<file path="config.mk">
export PLATFORM = sky130hd
export DESIGN_NAME = time_date_counter
export DESIGN_NICKNAME = d
export VERILOG_FILES = /design/src/rtl/time_date_counter.sv
export SDC_FILE = /design/constraint.sdc
export NUM_CORES = 1
export LEC_CHECK = 0
export ABC_AREA = 1
export BUFFER_PORTS_ARGS = -buffer_cell sky130_fd_sc_hd__clkbuf_2
export CELL_PAD_IN_SITES_DETAIL_PLACEMENT = 1
export CELL_PAD_IN_SITES_GLOBAL_PLACEMENT = 2
export CORE_MARGIN = 4
export CORE_UTILIZATION = 31
export DETAILED_ROUTE_END_ITERATION = 6
export PLACE_DENSITY_LB_ADDON = 0.2
export SLEW_MARGIN = 20
export SYNTH_ARGS = -nofsm -noshare
export SYNTH_HDL_FRONTEND = slang
export SYNTH_SLANG_ARGS = --single-unit
export TNS_END_PERCENT = 10
</file>
<file path="constraint.sdc">
create_clock -name CLK -period 4.6 [get_ports CLK]
set_input_delay 1.15 -clock CLK [delete_from_list [all_inputs] [get_ports CLK]]
set_output_delay 1.15 -clock CLK [all_outputs]
set_load 0.005 [all_outputs]
</file>
<file path="src/rtl/time_date_counter.sv">
// Real-time clock/calendar: internal 1 Hz prescaler, sec..year cascade with
// month-length and leap-year rules, SETTING/SETTING_OK load handshake and alarm match.
module time_date_counter #(
  parameter int TICK_CNT = 1000
) (
  input  logic        CLK,
  input  logic        RESET,
  input  logic [5:0]  MODE,
  input  logic        SETTING,
  input  logic [17:0] SET_TIME,
  input  logic [15:0] SET_DATE,
  input  logic [16:0] SET_ALARM_TIME,
  input  logic        ALARM_ENABLE,
  output logic        SETTING_OK,
  output logic [17:0] TIME,
  output logic [15:0] DATE,
  output logic [16:0] ALARM_TIME,
  output logic        ALARM_HIT
);

  localparam logic [19:0] TICK_MAX = 20'(TICK_CNT - 1);

  typedef enum logic [1:0] {S_IDLE = 2'd0, S_ACK = 2'd1, S_WAIT_LOW = 2'd2} state_t;

  state_t      state_q;
  logic [19:0] presc_q, presc_d;
  logic [5:0]  sec_q, sec_d, min_q, min_d;
  logic [4:0]  hour_q, hour_d, day_q, day_d;
  logic [3:0]  month_q, month_d;
  logic [6:0]  year_q, year_d;
  logic        mer_q;
  logic [16:0] alarm_q, alarm_d;
  logic        ok_q, hit_q, hit_d;

  logic        hold_s, tick_s, ld_time_s, ld_alarm_s;
  logic [4:0]  ld_hour_s, ld_day_s, ld_mlen_s;
  logic [5:0]  ld_min_s, ld_sec_s;
  logic [3:0]  ld_month_s;
  logic [6:0]  ld_year_s;

  function automatic logic [4:0] month_len(input logic [3:0] month, input logic [6:0] year);
    case (month)
      4'd2:                     month_len = (year[1:0] == 2'd0) ? 5'd29 : 5'd28;
      4'd4, 4'd6, 4'd9, 4'd11:  month_len = 5'd30;
      default:                  month_len = 5'd31;
    endcase
  endfunction

  // Load sanitising and tick cascade; a time load wins over a same-cycle tick
  always_comb begin
    hold_s     = ~MODE[5] & MODE[4] & MODE[0];
    tick_s     = ~hold_s & (presc_q == TICK_MAX);
    ld_time_s  = (state_q == S_IDLE) & SETTING & ~MODE[5];
    ld_alarm_s = (state_q == S_IDLE) & SETTING & MODE[5];

    ld_hour_s  = (SET_TIME[16:12] > 5'd23) ? 5'd0 : SET_TIME[16:12];
    ld_min_s   = (SET_TIME[11:6] > 6'd59) ? 6'd0 : SET_TIME[11:6];
    ld_sec_s   = (SET_TIME[5:0] > 6'd59) ? 6'd0 : SET_TIME[5:0];
    ld_year_s  = (SET_DATE[15:9] > 7'd99) ? 7'd0 : SET_DATE[15:9];
    ld_month_s = ((SET_DATE[8:5] == 4'd0) || (SET_DATE[8:5] > 4'd12)) ? 4'd1 : SET_DATE[8:5];
    ld_mlen_s  = month_len(ld_month_s, ld_year_s);
    if (SET_DATE[4:0] == 5'd0) begin
      ld_day_s = 5'd1;
    end else if (SET_DATE[4:0] > ld_mlen_s) begin
      ld_day_s = ld_mlen_s;
    end else begin
      ld_day_s = SET_DATE[4:0];
    end

    presc_d = presc_q;
    sec_d   = sec_q;
    min_d   = min_q;
    hour_d  = hour_q;
    day_d   = day_q;
    month_d = month_q;
    year_d  = year_q;

    if (ld_time_s) begin
      presc_d = 20'd0;
      sec_d   = ld_sec_s;
      min_d   = ld_min_s;
      hour_d  = ld_hour_s;
      day_d   = ld_day_s;
      month_d = ld_month_s;
      year_d  = ld_year_s;
    end else if (hold_s) begin
      presc_d = presc_q;
    end else begin
      presc_d = tick_s ? 20'd0 : presc_q + 20'd1;
      if (tick_s) begin
        if (sec_q == 6'd59) begin
          sec_d = 6'd0;
          if (min_q == 6'd59) begin
            min_d = 6'd0;
            if (hour_q == 5'd23) begin
              hour_d = 5'd0;
              if (day_q == month_len(month_q, year_q)) begin
                day_d = 5'd1;
                if (month_q == 4'd12) begin
                  month_d = 4'd1;
                  year_d  = (year_q == 7'd99) ? 7'd0 : year_q + 7'd1;
                end else begin
                  month_d = month_q + 4'd1;
                end
              end else begin
                day_d = day_q + 5'd1;
              end
            end else begin
              hour_d = hour_q + 5'd1;
            end
          end else begin
            min_d = min_q + 6'd1;
          end
        end else begin
          sec_d = sec_q + 6'd1;
        end
      end else begin
        sec_d = sec_q;
      end
    end

    alarm_d = ld_alarm_s ? SET_ALARM_TIME : alarm_q;
    hit_d   = tick_s & ~ld_time_s & ALARM_ENABLE & ({hour_d, min_d, sec_d} == alarm_d);
  end

  // State registers and the load handshake FSM
  always_ff @(posedge CLK) begin
    if (RESET) begin
      state_q <= S_IDLE;
      presc_q <= 20'd0;
      sec_q   <= 6'd0;
      min_q   <= 6'd0;
      hour_q  <= 5'd0;
      day_q   <= 5'd1;
      month_q <= 4'd1;
      year_q  <= 7'd0;
      mer_q   <= 1'b0;
      alarm_q <= 17'd0;
      ok_q    <= 1'b0;
      hit_q   <= 1'b0;
    end else begin
      presc_q <= presc_d;
      sec_q   <= sec_d;
      min_q   <= min_d;
      hour_q  <= hour_d;
      day_q   <= day_d;
      month_q <= month_d;
      year_q  <= year_d;
      mer_q   <= SET_TIME[17];
      alarm_q <= alarm_d;
      hit_q   <= hit_d;
      ok_q    <= (state_q == S_ACK);
      case (state_q)
        S_IDLE:     state_q <= SETTING ? S_ACK : S_IDLE;
        S_ACK:      state_q <= S_WAIT_LOW;
        S_WAIT_LOW: state_q <= SETTING ? S_WAIT_LOW : S_IDLE;
        default:    state_q <= S_IDLE;
      endcase
    end
  end

  assign SETTING_OK = ok_q;
  assign TIME       = {mer_q, hour_q, min_q, sec_q};
  assign DATE       = {year_q, month_q, day_q};
  assign ALARM_TIME = alarm_q;
  assign ALARM_HIT  = hit_q;

endmodule

</file>
==> impl_metrics.json, run 1 <==
{
  "outcome": "complete, no violations",
  "crit_type": "primary input to register",
  "cp.buffers_inverters": 5,
  "min_period_ns": 2.99,
  "antenna_found_initial": 1,
  "ioPinCount": 114,
  "synth.distinct_cells": 47,
  "ant_nets": 0,
  "fp.dieH_um": 134,
  "power.leakage_nw": 2.92,
  "final_common_cell": "nand2_1",
  "end_kind": "register",
  "seq_area_frac_synth_pct": 30.5,
  "irDropWorstVdd_v": 0.000165,
  "ctsHtreeMaxLevel": 3,
  "syn_area_mm2": 0.00492,
  "synth_seq_cells": 75,
  "hold_path.class": "register to register",
  "max-cap-violations": 0,
  "min_path_cells": 2,
  "fin_area_mm2": 0.00602,
  "hold_viol_final": 0,
  "arrival_ns": 3.26,
  "final_cell_mix": "183 x nand2_1, 110 x clkbuf_2, 100 x nor2_1",
  "hpwl_mm": 13.4,
  "syn_inst": 771,
  "clockBufferDepth": 2,
  "syn_to_final_growth_pct": 22.3,
  "setup-violations-final": 0,
  "cp.depth": 16,
  "portBuffers": 110,
  "cpMaxStageDelayCell": "or2_2",
  "power_density_mw_per_mm2": 302,
  "setup_tns_ns": 0,
  "crit_family": "simple AND/OR/NAND/NOR gates",
  "antennaDiodeCount": 0,
  "nets": 953,
  "syn_avg_cell_area_um2": 6.38,
  "post-route-period-util_pct": 65.0,
  "grtUsageTotal_pct": 19.2,
  "path_common_cell": "nand2_1",
  "grt_pass1_vias": 5637,
  "hold_slack_ns": 0.479,
  "fmax_mhz": 335,
  "worst_slew_pin_slew_ns": 0.553,
  "grt_pass1_wl_mm": 28.1,
  "path_max_fanout": 20,
  "cts.repair.resized": 0,
  "cts-root-buf": "clkbuf_16",
  "holdBufCountCts": 0,
  "fp.dieW_um": 134,
  "ys_warn_count": 0,
  "num_rows": 45,
  "synth_fp_nets": 845,
  "crit_chain": "clkbuf_2, nand3_1, inv_1, nand2_1, buf_4, inv_1, or2_2, o21ai_0, inv_1, nand3_1, nand2_1, nor2_1, nand2_1, nor2_1, nand2_1, nor2_1",
  "core_area_mm2": 0.0154,
  "dpl-instance-area_mm2": 0.00567,
  "drt_iter0_markers": 269,
  "dieArea_mm2": 0.0179,
  "required_ns": 4.88,
  "rsz0062_at_grt": "no",
  "drtPass1Iterations": 5,
  "finalWeightedCongestion": 0.877,
  "wl_per_cell_um": 15.7,
  "initial_core_util_pct": 32.0,
  "via_count": 5519,
  "finClkSkew_ns": 0.00788,
  "critPathMaxStageDelay_ns": 0.31,
  "cts.clk_slew.worst_paths_ns": 0.06,
  "vias_per_cell": 5.04,
  "slew_viol_final": 0,
  "worstSetupStartpointType": "primary input",
  "insertion_delay_ns": 0.34,
  "reg2reg_depth": 15,
  "slew_headroom_pct": 62.8,
  "drc_errors": 0,
  "cts_sinks": 75,
  "grt_start_max_net_pins": 46,
  "cts_tree": "done",
  "routed_wl_mm": 17.1,
  "cts_setup_buffers": 0,
  "cts_buffers": 9,
  "grt_overflow": 0,
  "post_route_cells_drive_above_1_share_pct": 20.0
}
[flip-flops by register name, indices dropped and copies added, names as in the netlist]
| register | flops |
|---|---|
| state_q | 2 |
| ALARM_TIME | 17 |
| ALARM_HIT | 1 |
| hour_q | 5 |
| presc_q | 20 |
| month_q | 4 |
| sec_q | 6 |
| SETTING_OK | 1 |
| min_q | 6 |
| year_q | 7 |
| day_q | 5 |
| mer_q | 1 |
[synth_stat cells, drive strengths merged]
library cell,n,area [um^2]
o21ai,50,262
o2111ai,2,17.5
a31oi,4,25.0
ha,13,163
inv,98,368
clkbuf,7,26.3
mux2i,5,50.1
o221a,1,11.3
xor2,12,105
o21bai,2,15.0
nor2,108,445
a221oi,1,8.76
a21o,1,7.51
clkinv,1,5.00
or2,12,75.1
nor4,2,12.5
nor3,17,90.1
nand3,81,440
o32ai,1,8.76
a22oi,4,30.0
a21oi,40,215
nor3b,1,7.51
nand2,190,736
xnor2,1,8.76
buf,11,71.3
o211ai,2,15.0
nand3b,7,52.6
dfxtp,75,1500
o21a,2,15.0
nand4,14,87.6
o22ai,2,12.5
a211oi,4,30.0
[logic make-up after synthesis]
logic type | count (synthesis) | share of synthesized area, %
multiplexers | 5 | 1.02
flip-flops | 75 | 30.5
buffers and inverters | 117 | 9.56
AO/OA/AOI/OAI | 116 | 13.7
adder cells (fa/ha/maj) | 13 | 3.31
XOR/XNOR | 13 | 2.31
AND/OR/NAND/NOR | 432 | 39.6
[power breakdown]
part	switching [mW]	internal (mW)
combinational	0.176	0.110
sequential	0.0285	0.677
clock	0.283	0.543
[routing by layer]
| layer | GRT usage (%) | part of all wire (%) | routed length, um | vias up |
|---|---|---|---|---|
| met5 | 0 | 0.064 | 11 | - |
| met4 | 5.14 | 1.6 | 275 | 2 |
| met3 | 4.24 | 4.4 | 748 | 19 |
| met2 | 33.4 | 49 | 8420 | 101 |
| met1 | 23.9 | 45 | 7680 | 2667 |
| li1 | - | - | - | 2730 |
[final timing paths]
check / start / endpoint / slack (ns)
worst max-delay path: SETTING / ALARM_HIT / 1.61
worst min-delay path: state_q[0] / SETTING_OK / 0.48
worst max register to register: presc_q[0] / ALARM_HIT / 1.95
worst min register to register: state_q[0] / SETTING_OK / 0.48
[layout make-up]
| class | instances | area (um^2) |
|---|---|---|
| Fill cell | 2056 | 9360 |
| Inverter | 99 | 373 |
| Sequential cell | 75 | 1500 |
| Clock inverter | 5 | 100 |
| Timing Repair Buffer | 115 | 588 |
| Clock buffer | 11 | 243 |
| Tap cell | 211 | 264 |
| Multi-Input combinational cell | 579 | 2950 |
[stage by stage]
stage	power (mW)	std cells	setup slack (ns)	util, %
after floorplan	0.886	771	1.88	-
after global placement	0.996	1079	1.32	36.9
after detailed placement	1.01	1079	1.25	36.9
after CTS	1.85	1095	1.56	39.1
after global routing	1.91	1095	1.28	39.1
final	1.82	1095	1.61	39.1
[worst reg2reg max path, stage by stage (launching register included)]
cell and delay [ns]:
dfxtp_1 0.38, ha_1 0.25, nand2_1 0.10, inv_1 0.06
nand2_1 0.04, nor2_1 0.16, nand3_2 0.34, nor2_1 0.37
nor2_1 0.15, nand3_1 0.18, nand3_1 0.08, nand2_1 0.08
nand2_1 0.12, nor2_1 0.13, nand2_1 0.07, nor2_1 0.08
(Power assumes the default switching activity.)
==> run 2: changes to the inputs <==
- ABC_AREA: 1 -> 0
- CORE_UTILIZATION: 31 -> 27
- clock period: 4.6 -> 2.5 ns (I/O delays scaled with it)
==> run 2 against run 1 <==
Compared with the run above:
- the run now ends with negative setup slack left
- worst hold slack better by 0.013 ns
- setup slack worse by 1.9 ns
- synthesized cell count is 27% lower
- routed wire length is 0.49% lower
- clock power is 50% higher
- cell area is 14% higher
- power is 73% higher
- critical path type is now register to register
- largest power group is now registers
==> impl_metrics.json, run 2 <==
{
  "outcome": "complete, but fails checks",
  "violations": "negative setup slack",
  "wl_met1_mm": 8.09,
  "arrival_ns": 3.04,
  "final_cell_mix": "131 x buf_4, 110 x clkbuf_2, 76 x nor2_1",
  "ioPinCount": 114,
  "final_common_cell": "buf_4",
  "post-route-period-util_pct": 112,
  "crit_type": "register to register",
  "hold_slack_ns": 0.492,
  "synth_edf_count": 0,
  "num_rows": 46,
  "grt_pass1_vias": 5236,
  "max-cap-violations": 0,
  "drc_errors": 0,
  "portBuffers": 110,
  "hold_path.class": "primary input to register",
  "wl_per_cell_um": 16.8,
  "ys.flop_type": "dfxtp_1",
  "grt_overflow": 0,
  "async_flop_share_pct": 0,
  "rsz0062_at_grt": "yes",
  "fp.dieH_um": 137,
  "drt_iter0_markers": 205,
  "irDropWorstVdd_v": 0.000319,
  "via_count": 5081,
  "synthMostInstantiatedCell": "nor2_1",
  "synthTopCellsByCount": "79 x nor2_1, 75 x dfxtp_1, 46 x nand2_1, 31 x a21oi_1, 28 x nand3_1",
  "vias_per_cell": 5.01,
  "syn_to_final_growth_pct": 53.8,
  "nets": 869,
  "slew_viol_final": 0,
  "synthTopCellsByArea": "dfxtp_1 34%, nor2_1 6.6%, mux2i_1 4.5%",
  "clockBufferDepth": 2,
  "seq_area_frac_synth_pct": 33.6,
  "syn_area_mm2": 0.00447,
  "route.met2.wl_mm": 7.98,
  "largest_reg_flops": 20,
  "cts_sinks": 75,
  "fp.dieW_um": 137,
  "synth.distinct_cells": 69,
  "power_density_mw_per_mm2": 457,
  "hold_viol_final": 0,
  "grt_start_max_net_pins": 59,
  "min_period_ns": 2.79,
  "syn_inst": 559,
  "grt_pass1_wl_mm": 27.2,
  "cts_tree": "done",
  "min_path_cells": 2,
  "ys_warn_count": 0,
  "dieArea_mm2": 0.0187,
  "power.leakage_nw": 3.03,
  "reg2reg_depth": 8,
  "synth_top_area_share_pct": 33.6,
  "worstSetupStartpointType": "register",
  "ant_nets": 0,
  "hpwl_mm": 13.6,
  "grtUsageTotal_pct": 18.3,
  "synth_fp_nets": 633,
  "required_ns": 2.75,
  "preCtsSetupSlack_ns": -0.733,
  "cpMaxStageDelayCell": "or4b_4",
  "antennaDiodeCount": 0,
  "top_register": "presc_q",
  "routed_wl_mm": 17.1,
  "ctsHtreeMaxLevel": 3,
  "top_layer_used": "met4",
  "worst_slew_pin_slew_ns": 0.675,
  "slew_headroom_pct": 55.0,
  "cts.clk_slew.worst_paths_ns": 0.06,
  "yosysTopAreaCell": "dfxtp_1",
  "synth_seq_cells": 75,
  "holdBufCountCts": 0,
  "insertion_delay_ns": 0.34,
  "syn_avg_cell_area_um2": 7.99,
  "cts_buffers": 9,
  "end_kind": "register",
  "initial_core_util_pct": 27.8,
  "antenna_found_initial": 0,
  "post_route_cells_drive_above_1_share_pct": 40.6,
  "core_area_mm2": 0.0161,
  "finalWeightedCongestion": 0.842,
  "crit_chain": "nor4_4, nand4_1, or4b_4, or4b_4, a31oi_4, xor2_1, nand4_1, nor4b_2",
  "drtPass1Iterations": 4,
  "cts-root-buf": "clkbuf_16",
  "critPathMaxStageDelay_ns": 0.59,
  "finClkSkew_ns": 0.00696,
  "fmax_mhz": 358,
  "path_max_fanout": 3,
  "wl_met3_um": 713,
  "setup-violations-final": 7,
  "setup_ws_ns": -0.290
}
-- run 2: cell types whose count changed in the layout (fill, tap and decap cells not counted), sizes merged, moves of 11 or more --
cell | previous run | this run
o21ai | 50 | 23
nor2 | 108 | 79
buf | 5 | 141
inv | 98 | 12
nand2 | 190 | 46
nand3 | 81 | 28
or2 | 12 | 1
nor2b | 0 | 12
mux2i | 5 | 20
-- run 2: worst paths after layout --
check                                  start        end  slack [ns]
worst min-delay path            SET_TIME[17]      mer_q        0.49
worst min register to register      day_q[4]   day_q[4]        0.52
worst max register to register    presc_q[4]  ALARM_HIT       -0.29
worst max-delay path              presc_q[4]  ALARM_HIT       -0.29
-- run 2: cell families (layout without fill, tap and decap cells) --
| logic type | count (synthesis) | in the layout | synth area share [%] |
|---|---|---|---|
| simple gates | 261 | 261 | 30.0 |
| compound gates | 122 | 122 | 18.6 |
| flops | 75 | 75 | 33.6 |
| buf+inv | 38 | 278 | 3.67 |
| xor+xnor | 28 | 28 | 5.49 |
| mux | 22 | 22 | 4.99 |
| fa+ha+maj | 13 | 13 | 3.64 |
-- run 2: critical path: cells and delay by family (launching register included) --
family,cells,cell delay [ns]
AO/OA/AOI/OAI,1,0.18
AND/OR/NAND/NOR,6,2.01
XOR/XNOR,1,0.16
flip-flops,1,0.34
-- run 2: where the power goes --
group | leakage [nW] | total, mW | internal (mW) | switching (mW)
Sequential | 0.612 | 1.28 | 1.24 | 0.0383
Clock | 0.141 | 1.24 | 0.745 | 0.499
Combinational | 2.27 | 0.612 | 0.304 | 0.308
-- run 2: metal layers --
metal	track usage (%)	vias to the layer above
met5	0	-
met4	5.77	0
met3	2.68	16
met2	29.6	103
met1	25.0	2440
li1	-	2522
-- run 2: timing repair --
item / CTS / global route
endpoints found under the setup margin: 18 / 22
pin swaps: 10 / 26
resized for setup: 19 / 47
buffers inserted: 1 / 4
-- run 2: metrics by stage --
stage	setup TNS [ns]	total power, mW	cell area (um^2)	instances	utilization, %
after floorplan	-1.93	1.56	4520	559	-
after global placement	-7.80	1.87	6270	996	39.1
after detailed placement	-8.92	1.88	6270	996	39.1
after CTS	-0.968	3.16	6640	1012	41.3
after global routing	-2.47	3.29	6870	1015	42.8
final	-0.646	3.14	6870	1015	42.8
-- run 2: area by class of cell --
type,instances,area [um^2]
well taps,216,270
multi-input cells,446,3110
fillers,1951,9190
inverters,12,45.0
flip-flops and latches,75,1510
clock inverters,2,10.0
repair buffers,251,1660
clock buffers,13,270
